**config.mk**
```make
export PLATFORM = sky130hd
export DESIGN_NAME = karatsuba_seq
export DESIGN_NICKNAME = d
export VERILOG_FILES = /design/src/rtl/karatsuba_pkg.sv /design/src/rtl/karatsuba_mul_core.sv /design/src/rtl/karatsuba_seq.sv
export SDC_FILE = /design/constraint.sdc
export NUM_CORES = 1
export LEC_CHECK = 0
export CORE_ASPECT_RATIO = 0.7
export CORE_MARGIN = 2
export CORE_UTILIZATION = 45
export CTS_CLUSTER_DIAMETER = 60
export CTS_CLUSTER_SIZE = 10
export DETAILED_ROUTE_END_ITERATION = 16
export PLACE_DENSITY = 0.73
export SYNTH_ARGS = -nofsm -noshare
export SYNTH_HDL_FRONTEND = slang
export SYNTH_HIERARCHICAL = 1
export SYNTH_SLANG_ARGS = --single-unit
```
**constraint.sdc**
```tcl
create_clock -name clk -period 9 [get_ports clk]
set_input_delay 2.7 -clock clk [delete_from_list [all_inputs] [get_ports clk]]
set_output_delay 2.7 -clock clk [all_outputs]
set_load 0.01 [all_outputs]
```
**src/rtl/karatsuba_pkg.sv**
```systemverilog
// Shared definitions for the sequential Karatsuba multiplier: FSM encoding and width helpers.
// Latency: none (package only).
// Backpressure: not applicable.
package karatsuba_pkg;

  // FSM encoding, 3 bits wide, kept as plain constants so older tools can read it
  localparam logic [2:0] ST_IDLE    = 3'd0;
  localparam logic [2:0] ST_MUL_LL  = 3'd1;
  localparam logic [2:0] ST_MUL_HH  = 3'd2;
  localparam logic [2:0] ST_MUL_MID = 3'd3;
  localparam logic [2:0] ST_COMBINE = 3'd4;
  localparam logic [2:0] ST_DONE    = 3'd5;

  // Widest operand abs_mag can handle
  localparam int MAG_MAX_W = 64;

  function automatic int half_w(input int w);
    return w / 2;
  endfunction

  // Operand width of the shared core: one extra bit holds the carry of xl+xh
  function automatic int core_w(input int w);
    return (w / 2) + 1;
  endfunction

  function automatic int prod_w(input int w);
    return 2 * w;
  endfunction

  function automatic int inter_w(input int w);
    return (2 * w) + 2;
  endfunction

  // Magnitude of a width-bit value. In signed mode the most negative value
  // maps to 2^(width-1), which still fits in width bits as unsigned.
  function automatic logic [MAG_MAX_W-1:0] abs_mag(input logic [MAG_MAX_W-1:0] value,
                                                   input int width,
                                                   input logic signed_mode);
    logic [MAG_MAX_W-1:0] mask;
    mask = (width >= MAG_MAX_W) ? '1 : ((64'd1 << width) - 64'd1);
    if (signed_mode && value[width-1])
      abs_mag = (~value + 64'd1) & mask;
    else
      abs_mag = value & mask;
  endfunction

endpackage

```
**src/rtl/karatsuba_mul_core.sv**
```systemverilog
// Unsigned N x N -> 2N combinational multiplier, shared by all three partial products.
// Latency: 0 cycles (purely combinational).
// Backpressure: none; the owning FSM decides when the product is captured.
module karatsuba_mul_core #(
  parameter int N = 5
) (
  input  logic [N-1:0]   a,
  input  logic [N-1:0]   b,
  output logic [2*N-1:0] p
);

  assign p = (2*N)'(a) * (2*N)'(b);

endmodule

```
**src/rtl/karatsuba_seq.sv**
```systemverilog
// One-level Karatsuba multiplier with signed/unsigned mode; three sub-products run serially on one core.
// Latency: result valid 4 edges after the accepting edge; one result per 6 cycles at full rate.
// Backpressure: result held in DONE until out_ready; in_ready is low in every state but IDLE.
module karatsuba_seq
  import karatsuba_pkg::*;
#(
  parameter int WIDTH = 8
) (
  input  logic                 clk,
  input  logic                 rst_n,
  input  logic                 in_valid,
  output logic                 in_ready,
  input  logic                 signed_mode,
  input  logic [WIDTH-1:0]     X,
  input  logic [WIDTH-1:0]     Y,
  output logic                 out_valid,
  input  logic                 out_ready,
  output logic [2*WIDTH-1:0]   Z,
  output logic                 busy
);

  localparam int H  = half_w(WIDTH);
  localparam int N  = core_w(WIDTH);
  localparam int PW = prod_w(WIDTH);

  if ((WIDTH % 2) != 0 || WIDTH < 4 || WIDTH > MAG_MAX_W) begin : g_bad_width
    $error("karatsuba_seq: WIDTH must be even, >= 4 and <= 64");
  end

  logic [2:0]       state;
  logic [WIDTH-1:0] x_mag;
  logic [WIDTH-1:0] y_mag;
  logic             neg;
  logic [2*N-1:0]   z0;
  logic [2*N-1:0]   z1;
  logic [2*N-1:0]   z2;

  logic [N-1:0]     core_a;
  logic [N-1:0]     core_b;
  logic [2*N-1:0]   core_p;

  logic [PW-1:0]    z0_e;
  logic [PW-1:0]    z1_e;
  logic [PW-1:0]    z2_e;
  logic [PW-1:0]    p_trunc;

  assign in_ready  = (state == ST_IDLE);
  assign out_valid = (state == ST_DONE);
  assign busy      = (state != ST_IDLE);

  // Operand mux: route the half-words (or their sums) for the current MUL state into the shared core
  always_comb begin
    core_a = '0;
    core_b = '0;
    case (state)
      ST_MUL_LL: begin
        core_a = N'(x_mag[H-1:0]);
        core_b = N'(y_mag[H-1:0]);
      end
      ST_MUL_HH: begin
        core_a = N'(x_mag[WIDTH-1:H]);
        core_b = N'(y_mag[WIDTH-1:H]);
      end
      ST_MUL_MID: begin
        core_a = N'(x_mag[H-1:0]) + N'(x_mag[WIDTH-1:H]);
        core_b = N'(y_mag[H-1:0]) + N'(y_mag[WIDTH-1:H]);
      end
      default: begin
        core_a = '0;
        core_b = '0;
      end
    endcase
  end

  karatsuba_mul_core #(.N(N)) u_core (
    .a (core_a),
    .b (core_b),
    .p (core_p)
  );

  // Recombine the three sub-products. Evaluated directly modulo 2^(2*WIDTH):
  // the two extra headroom bits of the wider intermediate would be discarded
  // by the final truncation anyway, so the kept bits are identical.
  always_comb begin
    z0_e    = PW'(z0);
    z1_e    = PW'(z1);
    z2_e    = PW'(z2);
    p_trunc = (z2_e << WIDTH) + ((z1_e - z2_e - z0_e) << H) + z0_e;
  end

  // Control FSM plus operand, partial-product and result registers
  always_ff @(posedge clk) begin
    if (!rst_n) begin
      state <= ST_IDLE;
      x_mag <= '0;
      y_mag <= '0;
      neg   <= 1'b0;
      z0    <= '0;
      z1    <= '0;
      z2    <= '0;
      Z     <= '0;
    end else begin
      case (state)
        ST_IDLE: begin
          if (in_valid) begin
            x_mag <= WIDTH'(abs_mag(MAG_MAX_W'(X), WIDTH, signed_mode));
            y_mag <= WIDTH'(abs_mag(MAG_MAX_W'(Y), WIDTH, signed_mode));
            neg   <= signed_mode & (X[WIDTH-1] ^ Y[WIDTH-1]);
            state <= ST_MUL_LL;
          end
        end
        ST_MUL_LL: begin
          z0    <= core_p;
          state <= ST_MUL_HH;
        end
        ST_MUL_HH: begin
          z2    <= core_p;
          state <= ST_MUL_MID;
        end
        ST_MUL_MID: begin
          z1    <= core_p;
          state <= ST_COMBINE;
        end
        ST_COMBINE: begin
          // Negating zero yields zero, so 0 * negative never produces a stray sign
          Z     <= neg ? (-p_trunc) : p_trunc;
          state <= ST_DONE;
        end
        ST_DONE: begin
          if (out_ready)
            state <= ST_IDLE;
        end
        default: state <= ST_IDLE;
      endcase
    end
  end

endmodule

```
==> impl_metrics.json <==
{
  "outcome": "finished, final reports clean",
  "syn_nets": 837,
  "synth_seq_cells": 66,
  "setup_viol": 0,
  "yosys.cell_types.count": 69,
  "finalSetupTns_ns": 0,
  "final_max_slew_viol_count": 0,
  "synthArstFlopShare_pct": 0,
  "drt_iter0_markers": 194,
  "vias_per_cell": 5.247,
  "muxShareOfSynthArea_pct": 1.051,
  "cts_hold_buf": 0,
  "seqCellArea_sq_um": 1321,
  "p_leak_nw": 2.613,
  "fp-row-count": 34,
  "crit_buf_inv": 1,
  "relSlewSlack_pct": 38.55,
  "die_area_sq_um": 13630,
  "diodes": 0,
  "holdCritPathClass": "reg -> reg",
  "htreeDepth": 3,
  "power_density_nw_per_um2": 136.8,
  "worstPathArrival_ns": 5.46,
  "critPathRequiredTime_ns": 9.25,
  "start_kind": "flop",
  "ys_seq_area_share_pct": 23.13,
  "syn-instance-count": 732,
  "gp_congestion": 0.8578,
  "yosys.area.top_type": "dfxtp_1",
  "cp_cell_sequence": "nand3_1, nor2_1, nand2_1, fa_1, fa_1, fa_1, inv_1, ha_1, nor2b_2, a311oi_2, a21oi_1, xnor2_1, nand2_1, a21oi_1",
  "synth_flop_cell": "dfxtp_1",
  "fmax_mhz": 191.9,
  "yosys_warnings": 6,
  "synth_adder_area_share_pct": 20.50,
  "grt_first_pass_wirelength_mm": 21.32,
  "hpwl_mm": 9.730,
  "crit_fanout": 21,
  "end_kind": "flop",
  "period_share_pct": 57.90,
  "path_clk_slew_ns": 0.06,
  "cts_resized": 0,
  "areaGrowthSynthToFinish_pct": 14.17,
  "path_class": "reg -> reg",
  "grt_antenna_before_repair": 0,
  "clock_sinks": 66,
  "synth-xor-area-share_pct": 8.300,
  "grt.total_usage_pct": 18.78,
  "yosys.area_share.simple_pct": 21.79,
  "firstDrtPassIters": 4,
  "clockBufferDepth": 2,
  "core_area_sq_um": 12420,
  "avgSynthCellArea_sq_um": 7.805,
  "pin_count": 40,
  "slowest_stage": "dfxtp_1",
  "crit_path_max_incr_delay_ns": 0.84,
  "cts.root.buffer_cell": "clkbuf_16",
  "synth_compound_area_share_pct": 18.97,
  "peakVddDrop_v": 0.0001301,
  "drc": 0,
  "cts_buffers": 9,
  "skew_ns": 0.01226,
  "place_ws_ns": 3.896,
  "fillers": 1195,
  "hold_viol_final": 0,
  "max_cap_viol_count": 0,
  "yosys-top-cells-area": "dfxtp_1 23%, ha_1 15%, a21oi_1 6.2%",
  "nets": 865,
  "cts_tree": "yes",
  "synth_area_sq_um": 5713,
  "drive_above_1_share_pct": 5.752,
  "portBuffers": 39,
  "grt_pass1_vias": 4598,
  "postCtsSetupBuffers": 0,
  "setup_ws_ns": 3.789,
  "die_w_um": 138.7,
  "routedWlPerCell_um": 13.24,
  "routed_wl_mm": 12.28,
  "grt_max_degree": 66,
  "critPathTopFamily": "adder cells",
  "clk_latency_ns": 0.33,
  "grt.overflow.total": 0,
  "synth_top_family_by_area": "simple AND/OR/NAND/NOR gates",
  "fin_crit_ns": 5.211,
  "synth_edf_count": 0,
  "dieHeight_um": 98.27,
  "worst_slew_pin_slew_ns": 0.9218,
  "synth_top_area_share_pct": 23.13,
  "rsz0062_at_grt": "no",
  "final_antenna_net_count": 0,
  "vias": 4864,
  "cpMostUsedCell": "fa_1",
  "start_util_pct": 45.99,
  "multi_input_area_sq_um": 4039
}
## area by class of cell
type	instances	area share, %
Tap cell	162	3.108
Sequential cell	66	20.26
Clock buffer	12	3.932
Clock inverter	4	0.7673
Timing Repair Buffer	42	6.330
Inverter	64	3.683
Multi-Input combinational cell	577	61.92
## stage by stage
stage | total power [W] | cells | area [sq um] | utilization, % | hold slack [ns]
after floorplan | 0.0004875 | 732 | 5713 | - | 0.4363
after global placement | 0.0005387 | 911 | 6216 | 50.04 | 0.4381
after detailed placement | 0.0005400 | 911 | 6216 | 50.04 | 0.4465
after CTS | 0.0008987 | 927 | 6523 | 52.51 | 0.4533
after global routing | 0.0009372 | 927 | 6523 | 52.51 | 0.4787
final | 0.0008923 | 927 | 6523 | 52.51 | 0.4515
## final timing paths
kind | to | slack [ns] | from | cells after the start
worst max register to register | z1[9]$_SDFFE_PN0P_ | 3.79 | state[1]$_SDFFE_PN0P_ | 14
worst max-delay path | z1[9]$_SDFFE_PN0P_ | 3.79 | state[1]$_SDFFE_PN0P_ | 14
worst min-delay path | Z[6]$_SDFFE_PN0P_ | 0.45 | Z[6]$_SDFFE_PN0P_ | 2
worst min register to register | Z[6]$_SDFFE_PN0P_ | 0.45 | Z[6]$_SDFFE_PN0P_ | 2
## cell families (layout without fill, tap and decap cells)
kind of cell             count (synthesis)  after routing
adder cells (fa/ha/maj)                 84             84
AO/OA/AOI/OAI                          170            170
AND/OR/NAND/NOR                        265            265
XOR/XNOR                                52             52
multiplexers                             6              6
buffers and inverters                   89            122
flip-flops                              66             66
## flip-flops by register name (all words and copies together), names as in the netlist
name and count:
x_mag 8, neg 1, state 3, z1 10, Z 16, z0 10
z2 10, y_mag 8
## synth_stat cells, types with 11 or more instances
| cell | number |
|---|---|
| xnor2_1 | 35 |
| o21ai_0 | 17 |
| clkbuf_1 | 17 |
| nor2_1 | 88 |
| nor3_1 | 16 |
| nand2_1 | 85 |
| fa_1 | 16 |
| nand3_1 | 11 |
| a21oi_1 | 71 |
| xor2_1 | 16 |
| and2_1 | 22 |
| a211oi_1 | 18 |
| dfxtp_1 | 66 |
| inv_1 | 61 |
| ha_1 | 68 |
## layer usage
layer / up-vias / global-route usage, % / routed length (um)
li1: 2574 / - / -
met1: 2208 / 26.29 / 6463
met2: 69 / 30.50 / 5314
met3: 13 / 3.237 / 371
met4: 0 / 4.351 / 127
met5: - / 0 / 0
## placed cells by master (no fill, tap or decap), drive strengths merged, types with 5 or more instances in the layout
master | Yosys | routed
a211oi | 19 | 19
a21o | 8 | 8
a21oi | 71 | 71
a311oi | 5 | 5
a31oi | 9 | 9
and2 | 23 | 23
clkbuf | 17 | 12
clkdlybuf4s50 | 0 | 39
dfxtp | 66 | 66
fa | 16 | 16
ha | 68 | 68
inv | 62 | 62
mux2i | 6 | 6
nand2 | 85 | 85
nand3 | 11 | 11
nor2 | 89 | 89
nor2b | 12 | 12
nor3 | 16 | 16
o211ai | 5 | 5
o21a | 5 | 5
o21ai | 25 | 25
o31ai | 6 | 6
xnor2 | 36 | 36
xor2 | 16 | 16
## tightest hold or removal path: stages (launching register included)
cell	delay [ns]
dfxtp_1	0.31
nand2_1	0.05
a21oi_1	0.05
## report_power, final
group          total, W  leakage [nW]  internal [W]  switching [W]
Clock          0.000359         0.145      0.000229       0.000130
Sequential     0.000322         0.535      0.000305      0.0000174
Combinational  0.000211          1.93     0.0000945       0.000116
(Power assumes the default switching activity.)
